[src/rtl/war_pkg.sv]
// Shared types for the tug-of-war round controller.
// Optional feature macro: WAR_ALT_PRIORITY_EN (alternating tie priority).
package war_pkg;

  typedef enum logic [1:0] {
    PLAY     = 2'd0,
    WIN_HOLD = 2'd1,
    CLEAR    = 2'd2,
    OVER     = 2'd3
  } state_t;

  typedef enum logic {
    SIDE_L = 1'b0,
    SIDE_R = 1'b1
  } side_t;

  // A hold of one cycle still needs a one-bit counter that loads zero.
  function automatic int hold_cnt_w(input int hold);
    return (hold > 1) ? $clog2(hold) : 1;
  endfunction

endpackage

[src/rtl/war_edge_detect.sv]
// Registered rising-edge detector for the synchronized human key.
module war_edge_detect (
  input  logic clk,
  input  logic reset_n,
  input  logic level,
  output logic rise
);

  logic level_prev;

  always_ff @(posedge clk or negedge reset_n) begin
    if (!reset_n) begin
      level_prev <= 1'b0;
    end else begin
      level_prev <= level;
    end
  end

  assign rise = level & ~level_prev;

endmodule

[src/rtl/war_round_ctrl.sv]
// Round controller: arbitrates human/CPU presses, scores round wins, sequences restart and game over.
// Define WAR_ALT_PRIORITY_EN to make simultaneous presses alternate sides instead of cancelling.
module war_round_ctrl
  import war_pkg::*;
#(
  parameter int SCORE_W     = 3,
  parameter int HOLD_CYCLES = 4,
  parameter int LFSR_W      = 10
) (
  input  logic              clk,
  input  logic              reset_n,
  input  logic              key_l,
  input  logic [LFSR_W-1:0] lfsr_val,
  input  logic [LFSR_W-1:0] threshold,
  input  logic              leftmost_on,
  input  logic              rightmost_on,
  output logic              move_l,
  output logic              move_r,
  output logic              field_reset,
  output logic [SCORE_W-1:0] score_l,
  output logic [SCORE_W-1:0] score_r,
  output logic              winner,
  output logic              game_over
);

  localparam int                 CNT_W     = hold_cnt_w(HOLD_CYCLES);
  localparam logic [CNT_W-1:0]   CNT_LOAD  = CNT_W'(HOLD_CYCLES - 1);
  localparam logic [SCORE_W-1:0] SCORE_MAX = '1;

  state_t           state;
  state_t           state_next;
  side_t            winner_q;
  logic [CNT_W-1:0] hold_cnt;
  logic             req_l;
  logic             req_r;
  logic             grant_l;
  logic             grant_r;
  logic             win_l;
  logic             win_r;
  logic             at_max;
`ifdef WAR_ALT_PRIORITY_EN
  side_t            tie_last;
  logic             tie;
`endif

  war_edge_detect u_key_edge (
    .clk     (clk),
    .reset_n (reset_n),
    .level   (key_l),
    .rise    (req_l)
  );

  assign req_r  = (lfsr_val > threshold);
  assign at_max = (score_l == SCORE_MAX) || (score_r == SCORE_MAX);

  always_ff @(posedge clk or negedge reset_n) begin
    if (!reset_n) begin
      state <= PLAY;
    end else begin
      state <= state_next;
    end
  end

  // Presses only count while playing; a win grant also ends the round.
  always_comb begin
    state_next = state;
    grant_l    = 1'b0;
    grant_r    = 1'b0;
    case (state)
      PLAY: begin
        if (req_l && req_r) begin
`ifdef WAR_ALT_PRIORITY_EN
          if (tie_last == SIDE_R) begin
            grant_l = 1'b1;
          end else begin
            grant_r = 1'b1;
          end
`else
          grant_l = 1'b0;
          grant_r = 1'b0;
`endif
        end else begin
          grant_l = req_l;
          grant_r = req_r;
        end
        if ((grant_l && leftmost_on) || (grant_r && rightmost_on)) begin
          state_next = WIN_HOLD;
        end
      end
      WIN_HOLD: begin
        if (hold_cnt == '0) begin
          state_next = at_max ? OVER : CLEAR;
        end
      end
      CLEAR: begin
        state_next = PLAY;
      end
      OVER: begin
        state_next = OVER;
      end
      default: begin
        state_next = PLAY;
      end
    endcase
  end

  assign win_l = grant_l & leftmost_on;
  assign win_r = grant_r & rightmost_on;

  always_ff @(posedge clk or negedge reset_n) begin
    if (!reset_n) begin
      move_l   <= 1'b0;
      move_r   <= 1'b0;
      score_l  <= '0;
      score_r  <= '0;
      winner_q <= SIDE_L;
      hold_cnt <= '0;
    end else begin
      move_l <= grant_l;
      move_r <= grant_r;
      if (win_l) begin
        if (score_l != SCORE_MAX) begin
          score_l <= score_l + SCORE_W'(1);
        end
        winner_q <= SIDE_L;
      end
      if (win_r) begin
        if (score_r != SCORE_MAX) begin
          score_r <= score_r + SCORE_W'(1);
        end
        winner_q <= SIDE_R;
      end
      if (win_l || win_r) begin
        hold_cnt <= CNT_LOAD;
      end else if ((state == WIN_HOLD) && (hold_cnt != '0)) begin
        hold_cnt <= hold_cnt - CNT_W'(1);
      end
    end
  end

`ifdef WAR_ALT_PRIORITY_EN
  assign tie = (state == PLAY) && req_l && req_r;

  // Reset to the right side so the very first tie is awarded to the human.
  always_ff @(posedge clk or negedge reset_n) begin
    if (!reset_n) begin
      tie_last <= SIDE_R;
    end else if (tie) begin
      tie_last <= grant_l ? SIDE_L : SIDE_R;
    end
  end
`endif

  assign winner      = winner_q;
  assign field_reset = (state == CLEAR);
  assign game_over   = (state == OVER);

endmodule

[config.mk]
export PLATFORM = sky130hd
export DESIGN_NAME = war_round_ctrl
export DESIGN_NICKNAME = d
export VERILOG_FILES = /design/src/rtl/war_pkg.sv /design/src/rtl/war_edge_detect.sv /design/src/rtl/war_round_ctrl.sv
export SDC_FILE = /design/constraint.sdc
export NUM_CORES = 1
export LEC_CHECK = 0
export ABC_CLOCK_PERIOD_IN_PS = 3300
export BUFFER_PORTS_ARGS = -buffer_cell sky130_fd_sc_hd__buf_2
export CAP_MARGIN = 30
export CORE_ASPECT_RATIO = 0.6
export CORE_MARGIN = 1
export CORE_UTILIZATION = 42
export CTS_BUF_LIST = sky130_fd_sc_hd__clkbuf_8
export CTS_CLUSTER_DIAMETER = 60
export CTS_CLUSTER_SIZE = 28
export DETAILED_ROUTE_END_ITERATION = 10
export PLACE_DENSITY = 0.7
export SYNTH_ARGS = -nofsm -noshare
export SYNTH_HDL_FRONTEND = slang
export SYNTH_HIERARCHICAL = 1
export SYNTH_SLANG_ARGS = --single-unit
[constraint.sdc]
create_clock -name clk -period 3.3 [get_ports clk]
set_clock_uncertainty 0.1 [all_clocks]
set_input_delay 0.66 -clock clk [delete_from_list [all_inputs] [get_ports clk]]
set_output_delay 0.66 -clock clk [all_outputs]
set_load 0.03 [all_outputs]
* Word-level counts from Yosys, hierarchy flattened
Cells that the tools add are included.
** Cells by class
- Equal/unequal tests :: 9
- Reductions and logical operators :: 15
- Magnitude comparators :: 1
- Add/sub/neg operators :: 3
- Mux-type cells :: 14
- Bitwise operators :: 4
** Operators by type and width (number)
- 10-bit greater-than comparator :: 1
- 1-bit 2-to-1 mux :: 9
- 2-bit 2-to-1 mux :: 4
- 2-bit case mux with 4 select lines :: 1
- 3-bit by 1-bit adder with 3-bit output, second input constant :: 2
- 3-bit equality test, second input constant :: 2
- 3-bit inequality test, second input constant :: 2
- 2-bit AND reduction :: 3
- 2-bit nonzero test :: 3
- 2-bit equality test, second input constant :: 2
- 1-bit logical AND :: 4
- 2-bit zero test :: 2
- 2-bit inequality test, second input constant :: 2
- 1-bit bitwise AND :: 3
- 1-bit logical OR :: 3
- 2-bit by 1-bit equality test with 1-bit output, second input constant :: 1
- 2-bit by 1-bit subtractor with 2-bit output, second input constant :: 1
- 1-bit inverter :: 1
** Word-level totals
- Register bits after elaboration :: 14
- Logic and storage cells :: 54
- Output and inout port bits :: 11
- Input bits :: 25

* Longest topological paths before layout
- Depth after elaboration :: 9
- Depth in mapped cells :: 7

* Hierarchy
Netlist, hierarchy kept.
** By module, submodules not included
- war_round_ctrl :: instances 1, sequential area each 325.3 um^2, cells each 86, area an instance 909.6 um^2
- war_edge_detect :: instances 1, sequential area each 25.0 um^2, cells each 2, area an instance 38.8 um^2

* Worst setup path after synthesis
OpenSTA, ideal clock, no wires.
- Kind :: input to register
- Start point :: input threshold[7]
- End point :: register score_l[1]
- Path slack :: 0.856 ns
- Buffers on the path :: 0
- Required time :: 3.075 ns
- Data arrival time :: 2.220 ns
- Stages on the path :: 7
- Setup time :: 0.125 ns
- Cell sequence :: inv_1 ha_1 a211oi_2 nor2_1 a2111oi_4 o2111ai_2 mux2_2
** On the way
- Cells in the longest elaborated chain, start to end :: 7
** RTL lines
- start: declaration :: line war_round_ctrl.sv:14 : input logic [LFSR_W-1:0] threshold,
- 10-bit greater-than comparator :: line war_round_ctrl.sv:53 : assign req_r = (lfsr_val > threshold);
- 1-bit logical AND :: line war_round_ctrl.sv:71 : if (req_l && req_r) begin
- 1-bit 2-to-1 mux :: line war_round_ctrl.sv:71
- 1-bit 2-to-1 mux (2 in a row) :: line war_round_ctrl.sv:69 : case (state)
- 1-bit bitwise AND :: line war_round_ctrl.sv:107 : assign win_l = grant_l & leftmost_on;
- 2-bit AND reduction (no source line)
- end signal: assignment :: line war_round_ctrl.sv:123 : score_l <= score_l + SCORE_W'(1);
- end: declaration :: line war_round_ctrl.sv:20 : output logic [SCORE_W-1:0] score_l,
Every way passes these cells. The select of a mux whose other input is x is not followed.
A chain may end at the register's enable or synchronous reset.

* Final worst setup path
- Start point :: input lfsr_val[7]
- End point :: register score_l[1]
** On the way
- Cells in the longest elaborated chain, start to end :: 7
** RTL lines
- start: declaration :: line war_round_ctrl.sv:13 : input logic [LFSR_W-1:0] lfsr_val,
- 10-bit greater-than comparator :: line war_round_ctrl.sv:53
- 1-bit logical AND :: line war_round_ctrl.sv:71
- 1-bit 2-to-1 mux :: line war_round_ctrl.sv:71
- 1-bit 2-to-1 mux (2 in a row) :: line war_round_ctrl.sv:69
- 1-bit bitwise AND :: line war_round_ctrl.sv:107
- 2-bit AND reduction (no source line)
Every way passes these cells. The select of a mux whose other input is x is not followed.

==> flow_summary.ini <==
[logic_synthesis]
synth_warnings = 6
synth_top_area_share_pct = 36.94
async_flop_share_pct = 100.0
syn_inst = 88
syn_nets = 128
ys_seq_area_share_pct = 36.94
syn-cell-area_um2 = 948.4
synth-edff-count = 0
synthTopCellsByArea = dfrtp_1 37%, ha_1 20%, inv_1 6.3%
synth_top_area_cell = dfrtp_1
synth.avg_cell_area_um2 = 10.78
ys.flop_type = dfrtp_1
ys_seq_elements = 14
ys_types = 31

[worst_setup_path]
critPathSlowestCell = a2111oi_4
r2r-end = score_r[1]
r2r-start = score_r[0]
max_stage_delay_ps = 550
path_delay_family = compound AO/OA/AOI/OAI gates
arrival_ps = 2470
crit_end = score_l[1]
cp-start-kind = input port
critPathLaunch = lfsr_val[7]
critPathCaptureType = flop
crit_cells = 7
cp_cell_sequence = buf_2 -> ha_1 -> a211oi_2 -> nor2_1 -> a2111oi_4 -> o2111ai_2 -> mux2_2
required_ps = 3330
cp.buffers_inverters = 1
setup.worst_path.class = input port to flop
regToRegSetupSlack_ps = 1500
reg2reg_depth = 4
crit_fanout = 6

[timing]
finalCritPeriodShare_pct = 73.81
fin_crit_ps = 2436
clock.fmax_ghz = 0.4106
rsz0062_at_grt = false
fin_tns_setup_ps = 0
slew-limit-headroom_pct = 64.66
setup_viol = 0
tightest_slew_ps = 530.1
final_hold_viol_count = 0
slew_viol_final = 0

[pwr]
power_density_mw_per_mm2 = 723.6
p_clk_share_pct = 18.8
power.internal_mw = 0.5163
vdd_ir_drop_max_mv = 0.4752
comb_power_share_pct = 46.5
p_leak_nw = 0.6477
seqPwrFrac_pct = 34.7
power.switching_mw = 0.3619
swShare_pct = 41.21

[finish]
final_nets = 168
layout_commonest_cell = buf_2
layout_common_cells = 35 x buf_2, 16 x inv_1, 15 x ha_1
area_delta_synth_final_pct = 27.97
diodes = 0
utilization_pct = 61.24
drive_above_1_share_pct = 38.58

[clock_tree]
clk_pin_slew_ps = 60
post_cts_resize_count = 0
clock_latency_ps = 250
ctsHoldBuffers = 0
root_buffer = clkbuf_8
htree_num_levels = 1
post-cts-setup-buffers = 0
tritoncts = done
cts_buffers = 3
clock-sinks = 14
clockBufferDepth = 2

[status]
status = finished clean

[grt]
grt_usage_pct = 18.57
antenna_found_initial = 0
grt_pass1_vias = 697
grt_max_degree = 15
grt_overflow = 0
grt_pass1_wl_mm = 3.215

[drt]
drt-wirelength-per-cell_um = 12.05
post-route-drc-count = 0
ant_nets = 0
drt_iter0_drc = 8
routed_wl_mm = 1.867
vias_per_cell = 4.852
dr.pass1.iters = 4
vias = 752

[floorplan]
io_pins = 36
die_h_um = 38.81
start_util_pct = 47.85
rows = 12
die_w_um = 63.35
die_area_mm2 = 0.002458
core_mm2 = 0.001982

[placed_design]
gp_congestion = 0.7916
port_buffers = 35
post-dp-hpwl_mm = 1.582

[flow_run]
drv_cap = 0

[hold_path]
hold_class = input port to async pin
-- logic make-up (layout without fill, tap and decap cells) --
family | count (synthesis) | in the layout | share of synthesized area, %
multiplexers | 4 | 4 | 4.749
XOR/XNOR | 3 | 3 | 2.771
AND/OR/NAND/NOR | 22 | 22 | 16.09
AO/OA/AOI/OAI | 14 | 14 | 13.32
adder cells (fa/ha/maj) | 15 | 15 | 19.79
buffers and inverters | 16 | 55 | 6.333
flip-flops | 14 | 14 | 36.94
-- final cells by class --
class | instances | area (um^2)
flip-flops and latches | 14 | 350.3
fillers | 195 | 768.2
multi-input cells | 58 | 538.0
repair buffers | 35 | 175.2
clock buffers | 4 | 55.05
well taps | 28 | 35.03
inverters | 16 | 60.06
-- synthesized netlist by cell type, types with 2 or more instances --
master	count
inv_1	16
ha_1	15
dfrtp_1	14
mux2_2	4
nand2_1	4
nand3_1	3
nor3b_1	3
a21oi_1	2
nand4_1	2
o21a_1	2
o21ai_0	2
xnor2_1	2
-- layer usage --
layer | wire length (um) | GRT usage, % | part of all wire, %
met1 | 912 | 23.83 | 49
met2 | 830 | 29.52 | 44
met4 | 25 | 6.818 | 1.3
met3 | 99 | 6.176 | 5.3
met5 | 0 | 0 | 0
-- worst register-to-register path, delay by kind of cell, from the launching register on --
family / cells / cell delay (ps)
adders and majority gates: 2 / 440
DFF: 1 / 400
muxes: 1 / 380
and+or+nand+nor: 1 / 370
-- worst min path at each step --
stage               start           to  slack [ps]
3_5_place_dp   score_l[0]   score_l[0]         400
4_1_cts           reset_n     state[1]         200
6_report          reset_n     state[1]         200
5_1_grt           reset_n     state[0]         220
3_3_place_gp   score_l[0]   score_l[0]         380
2_1_floorplan     reset_n  hold_cnt[0]         260
-- through the flow --
stage | power [mW] | instances | cell area, um^2 | hold WS (ps) | setup WS (ps)
2_1_floorplan | 0.6024 | 88 | 948.4 | 264.4 | 855.5
3_3_place_gp | 0.7065 | 151 | 1159 | 384.1 | 636.7
3_5_place_dp | 0.7213 | 151 | 1159 | 396.7 | 599.2
4_1_cts | 0.8927 | 155 | 1214 | 202.1 | 859.9
5_1_grt | 0.9455 | 155 | 1214 | 220.3 | 709.6
6_report | 0.8782 | 155 | 1214 | 195.1 | 864.3
-- sequential cells by signal, summed over array words and instances (netlist names) --
signal                 count
u_key_edge/level_prev      1
winner                     1
hold_cnt                   2
move_r                     1
state                      2
move_l                     1
score_r                    3
score_l                    3
-- power groups by stage --
stage | Combinational [mW] | Sequential (mW) | Clock [mW]
final | 0.408 | 0.305 | 0.165
after global routing | 0.453 | 0.316 | 0.177
after CTS | 0.415 | 0.305 | 0.173
after detailed placement | 0.413 | 0.309 | 0
after global placement | 0.402 | 0.304 | 0
after floorplan | 0.211 | 0.392 | 0
No activity file was read; power rests on OpenSTA's default activity.
